===== src/rtl/final_sel.sv =====
// Result selection with sequence stamping, build-hash gate and final handshake.
// Optional build-hash gate: define FINAL_HASH_CHECK_EN.
module final_sel #(
  parameter int unsigned W     = 4,
  parameter int unsigned SEQ_W = 64,
  parameter logic [31:0] HASH  = 32'd1519004575
) (
  input  logic             LVDS_CMD_CLK,
  input  logic             RESET_EXT,
  input  logic             COMBO_VALID,
  input  logic [W-1:0]     COMBO_DATA,
  input  logic             SEQ_VALID,
  input  logic [W-1:0]     SEQ_DATA,
  input  logic             HASH_VALID,
  input  logic [31:0]      HASH_IN,
  input  logic             FINAL_REQ,
  output logic [W-1:0]     OUT_DATA,
  output logic [SEQ_W-1:0] COMBO_SEQNUM,
  output logic [SEQ_W-1:0] SEQ_SEQNUM,
  output logic             ACTIVE,
  output logic             HASH_ERR,
  output logic             FINAL_DONE,
  output logic             OVF
);

  typedef enum logic [2:0] {
    S_CHECK,
    S_RUN,
    S_FINAL,
    S_DONE,
    S_ERROR
  } state_e;

`ifdef FINAL_HASH_CHECK_EN
  localparam state_e RST_STATE = S_CHECK;
`else
  localparam state_e RST_STATE = S_RUN;
`endif

  // One extra bit so "all stamps used" is representable.
  localparam logic [SEQ_W:0] MAX = {1'b0, {SEQ_W{1'b1}}};

  state_e           state_q;
  logic [SEQ_W:0]   next_q, next_d;
  logic [SEQ_W:0]   s_stamp;
  logic [W-1:0]     combo_q, seq_q;
  logic [SEQ_W-1:0] cseq_q, sseq_q;
  logic             ovf_q, herr_q;
  logic             run_ev, c_acc, s_acc, drop;

  always_comb begin
    run_ev  = (state_q == S_RUN) && !FINAL_REQ;
    c_acc   = run_ev && COMBO_VALID && (next_q <= MAX);
    s_stamp = next_q + {{SEQ_W{1'b0}}, c_acc};
    s_acc   = run_ev && SEQ_VALID && (s_stamp <= MAX);
    drop    = run_ev && ((COMBO_VALID && !c_acc)
                      || (SEQ_VALID && !s_acc));
    next_d  = s_stamp + {{SEQ_W{1'b0}}, s_acc};
  end

  always_ff @(posedge LVDS_CMD_CLK) begin
    if (RESET_EXT) begin
      state_q <= RST_STATE;
      next_q  <= {{SEQ_W{1'b0}}, 1'b1};
      combo_q <= '0;
      seq_q   <= '0;
      cseq_q  <= '0;
      sseq_q  <= '0;
      ovf_q   <= 1'b0;
      herr_q  <= 1'b0;
    end else begin
      unique case (state_q)
        S_CHECK: begin
`ifdef FINAL_HASH_CHECK_EN
          if (HASH_VALID) begin
            if (HASH_IN == HASH) begin
              state_q <= S_RUN;
            end else begin
              state_q <= S_ERROR;
              herr_q  <= 1'b1;
            end
          end
`else
          state_q <= S_RUN;
`endif
        end
        S_RUN: begin
          if (FINAL_REQ) state_q <= S_FINAL;
          if (c_acc) begin
            combo_q <= COMBO_DATA;
            cseq_q  <= next_q[SEQ_W-1:0];
          end
          if (s_acc) begin
            seq_q  <= SEQ_DATA;
            sseq_q <= s_stamp[SEQ_W-1:0];
          end
          if (drop) ovf_q <= 1'b1;
          next_q <= next_d;
        end
        S_FINAL: state_q <= S_DONE;
        S_DONE:  state_q <= S_DONE;
        S_ERROR: state_q <= S_ERROR;
        default: state_q <= RST_STATE;
      endcase
    end
  end

`ifndef FINAL_HASH_CHECK_EN
  logic unused_hash;
  assign unused_hash = ^{HASH_VALID, HASH_IN, herr_q};
`endif

  // Newest stamp wins; ties (including post-reset) go to combo.
  assign OUT_DATA     = (state_q == S_ERROR) ? '0
                      : (sseq_q > cseq_q) ? seq_q : combo_q;
  assign COMBO_SEQNUM = cseq_q;
  assign SEQ_SEQNUM   = sseq_q;
  assign ACTIVE       = (state_q == S_RUN);
  assign FINAL_DONE   = (state_q == S_DONE);
  assign OVF          = ovf_q;
`ifdef FINAL_HASH_CHECK_EN
  assign HASH_ERR     = herr_q;
`else
  assign HASH_ERR     = 1'b0;
`endif

endmodule


===== config.mk =====
export PLATFORM = sky130hd
export DESIGN_NAME = final_sel
export DESIGN_NICKNAME = d
export VERILOG_FILES = /design/src/rtl/final_sel.sv
export SDC_FILE = /design/constraint.sdc
export NUM_CORES = 1
export LEC_CHECK = 0
export CAP_MARGIN = 10
export CORE_AREA = 2 2 171 173
export DETAILED_ROUTE_END_ITERATION = 10
export DIE_AREA = 0 0 173 175
export PLACE_DENSITY = 0.74
export SYNTH_ARGS = -nofsm -noshare
export SYNTH_HDL_FRONTEND = slang
export SYNTH_SLANG_ARGS = --single-unit

===== constraint.sdc =====
create_clock -name LVDS_CMD_CLK -period 11.1 [get_ports LVDS_CMD_CLK]
set_input_delay 3.33 -clock LVDS_CMD_CLK [delete_from_list [all_inputs] [get_ports LVDS_CMD_CLK]]
set_output_delay 3.33 -clock LVDS_CMD_CLK [all_outputs]
set_load 0.03 [all_outputs]

==> impl_metrics.yaml <==
run_status:
  status: "finished, final reports clean"
cells_and_area:
  diodes: 0
  final_cells: 2122
  nNetsFinal: 1836
  drive_gt1_frac: 0.0489
  syn_to_final_growth_pct: 18.6
  final_util: 0.525
  fillers: 2729
  stdcell_area_sq_mm: 0.0149
routing:
  via_count: 12500
  drt_wl_total_mm: 38.9
  detail_route.wl_per_cell_um: 18.3
  drt-initial-drc-count: 1072
  dr.pass1.iters: 5
  viasPerCell: 5.88
  drcViolationCount: 0
  antenna_violating_nets_post_route: 0
placed_design:
  placedCellCount: 2081
  dpl_cell_area_sq_mm: 0.0141
  hpwlAfterDp_mm: 28.2
  gp_congestion: 0.967
  port_buffers: 147
critical_path:
  cp.buffers_inverters: 7
  crit_top_cell: "nand3_1"
  slowest_stage: "nor4_4"
  end_kind: "flip-flop"
  crit_fanout: 16
  path_class: "in -> reg"
  r2r_slack_ns: 3.63
  r2r-end: "next_q[63]"
  cpLargestDelayFamily: "simple AND/OR/NAND/NOR gates"
  slowest_delay_ns: 0.73
  r2r_cells: 26
  cp_data_arrival_time_ns: 9.95
  timing.rr.start: "state_q[0]"
  crit_required_ns: 11.49
  critPathLaunchType: "input port"
clocking:
  clk-insertion-delay-late_ns: 0.52
  clock_sinks: 205
  cts_max_path_buffers: 3
  post_cts.repair.setup_buffers: 0
  htree_levels: 1
  root_buffer: "clkbuf_16"
  cts_hold_buf: 0
  cts_resized: 0
  clkTransAtPathRegs_ns: 0.06
  cts_made_buffers: 23
  tritoncts: "yes"
timing:
  finalSetupViolations: 0
  finalClockSkew_ns: 0.0158
  drv_slew: 0
  fin_crit_ns: 9.55
  rsz0062_at_grt: "false"
  period_share: 0.860
  worstMarginPinSlew_ns: 0.991
  whs_ns: 0.456
  fmax_ghz: 0.105
  slew_headroom: 0.333
  tns_ns: 0
  hold_viol_final: 0
power_and_ir_drop:
  power_leakage_nw: 4.84
  ir_drop_mv: 0.0778
  combPwrFrac: 0.136
  clockPowerShare: 0.443
  switching_share: 0.270
  p_int_w: 0.00134
  power_density_mw_per_mm2: 123
  p_sw_w: 0.000496
  power_frac_seq: 0.421
synthesis:
  synth_warnings: 0
  synth_top_area_cell: "dfxtp_1"
  synth_top_family_by_area: "simple AND/OR/NAND/NOR gates"
  ys_seq_area_frac: 0.327
  ys_top_cells_by_area: "dfxtp_1, ha_1, nand2_1"
  synth-simple-area-share: 0.304
  syn-num-nets: 1780
  synth_compound_gate_area_share: 0.165
  synth_fa_ha_area_frac: 0.0685
  synthXorXnorAreaFrac: 0.0565
  synthArstFlopShare: 0
  synth_seq_cells: 205
  netlist_instances: 1666
  synth_area_per_cell_sq_um: 7.54
  netlist_area_sq_mm: 0.0126
  synth_cell_types: 83
  synth.area.mux_share: 0.0121
  synth_edf_count: 0
  synth_top_area_share: 0.327
  synth_ff_type: "dfxtp_1"
floorplan:
  die_w_um: 173
  initial_utilization: 0.442
  die_h_um: 175
  coreArea_sq_mm: 0.0284
  ioPinCount: 182
  rows: 62
  dieArea_sq_mm: 0.0303
worst_hold_path:
  worstHoldPathCells: 2
  hold_start: "seq_q[0]"
  min_to: "seq_q[0]"
  min_path_type: "reg -> reg"
global_routing:
  grt_usage: 0.248
  grt_pass1_wl_mm: 61.8
  grt_pass1_vias: 11700
  antenna_found_initial: 1
  gr-total-overflow: 0
  grt_max_degree: 88
flow_run:
  cap_violations: 0
synth_stat cells (19+ instances only):
library cell,count
a211oi_1,54
a21o_1,21
a21oi_1,130
and3_1,20
buf_2,19
clkbuf_1,101
dfxtp_1,205
ha_1,68
inv_1,82
nand2_1,226
nand3_1,71
nand4_1,64
nor2_1,169
nor2b_1,21
nor3_1,47
nor4_1,36
o21ai_0,38
or3_1,27
xnor2_1,50
xor2_1,31
worst reg2reg max path, stage by stage, from the launching register on:
cell and delay [ns]:
dfxtp_1 0.37, or3b_2 0.46, buf_4 0.34, nor2_1 0.32
nand3_2 0.12, inv_2 0.07, ha_1 0.31, ha_1 0.50
nand3_4 0.21, nor4_2 0.25, buf_4 0.22, nand4_1 0.19
nor4_1 0.54, xnor2_1 0.21, nand3_1 0.10, buf_4 0.23
clkinv_2 0.08, ha_1 0.17, nand3_1 0.14, inv_1 0.11
nand3_1 0.20, nor3_1 0.27, buf_4 0.19, nand3_1 0.48
nor4_4 0.73, a31oi_1 0.20, mux2_1 0.36
flip-flops by register name, indices dropped and copies added, names as in the netlist:
register and cells:
OVF 1, COMBO_SEQNUM 64, combo_q 4, state_q 3, next_q 65, SEQ_SEQNUM 64, seq_q 4
through the flow:
stage                     total power (W)  setup slack, ns
final                             0.00184             1.55
after global routing              0.00190             1.25
after CTS                         0.00185             1.62
after detailed placement          0.00104             1.18
after global placement            0.00103             1.35
after floorplan                  0.000947             1.95
kinds of logic after synthesis:
family,count (synthesis)
other,1
xor gates and xnor gates,81
muxes,14
DFF,205
AOI/OAI and AO/OA,325
adders and majority gates,69
and+or+nand+nor,758
buffers and inverters,213
worst max-delay path by stage:
stage          slack (ns)  cells past startpoint  startpoint         end
2_1_floorplan        1.95                     25   FINAL_REQ  next_q[54]
3_3_place_gp         1.35                     25   FINAL_REQ  next_q[63]
3_5_place_dp         1.18                     25   FINAL_REQ  next_q[63]
4_1_cts              1.62                     25   FINAL_REQ  next_q[63]
5_1_grt              1.25                     26   FINAL_REQ  next_q[64]
6_report             1.55                     25   FINAL_REQ  next_q[63]
area by class of cell:
| class | count | area, sq um | area share |
|---|---|---|---|
| multi-input combinational | 1248 | 7630 | 0.512 |
| sequential | 205 | 4100 | 0.275 |
| inverter | 83 | 313 | 0.0210 |
| timing repair buffer | 161 | 1580 | 0.106 |
| tap | 384 | 480 | 0.0322 |
| clock buffer | 32 | 639 | 0.0429 |
| clock inverter | 9 | 158 | 0.0106 |
cell usage in the layout, fill, tap and decap left out, types with 31 or more instances in the layout:
cell type and count:
a211oi_1 54, a21oi_1 130, clkdlybuf4s50_1 146, dfxtp_1 205, ha_1 68, inv_1 81
nand2_1 226, nand3_1 70, nand4_1 64, nor2_1 169, nor3_1 47, nor4_1 36
o21ai_0 38, xnor2_1 50, xor2_1 31
power by group through the flow:
stage                     Sequential [W]  Clock (W)  Combinational, W
after global placement          0.000789          0          0.000245
after CTS                       0.000773   0.000827          0.000251
after global routing            0.000775   0.000850          0.000273
final                           0.000772   0.000814          0.000249
after floorplan                 0.000814          0          0.000133
after detailed placement        0.000789          0          0.000249
routing by layer:
layer | GRT usage | share of wire | vias up
met5 | 0 | 0 | -
met4 | 0.0703 | 0.020 | 0
met3 | 0.0418 | 0.080 | 69
met2 | 0.394 | 0.45 | 495
met1 | 0.346 | 0.46 | 5873
li1 | - | - | 6038
Note: power is estimated with default switching activity, not from simulation.
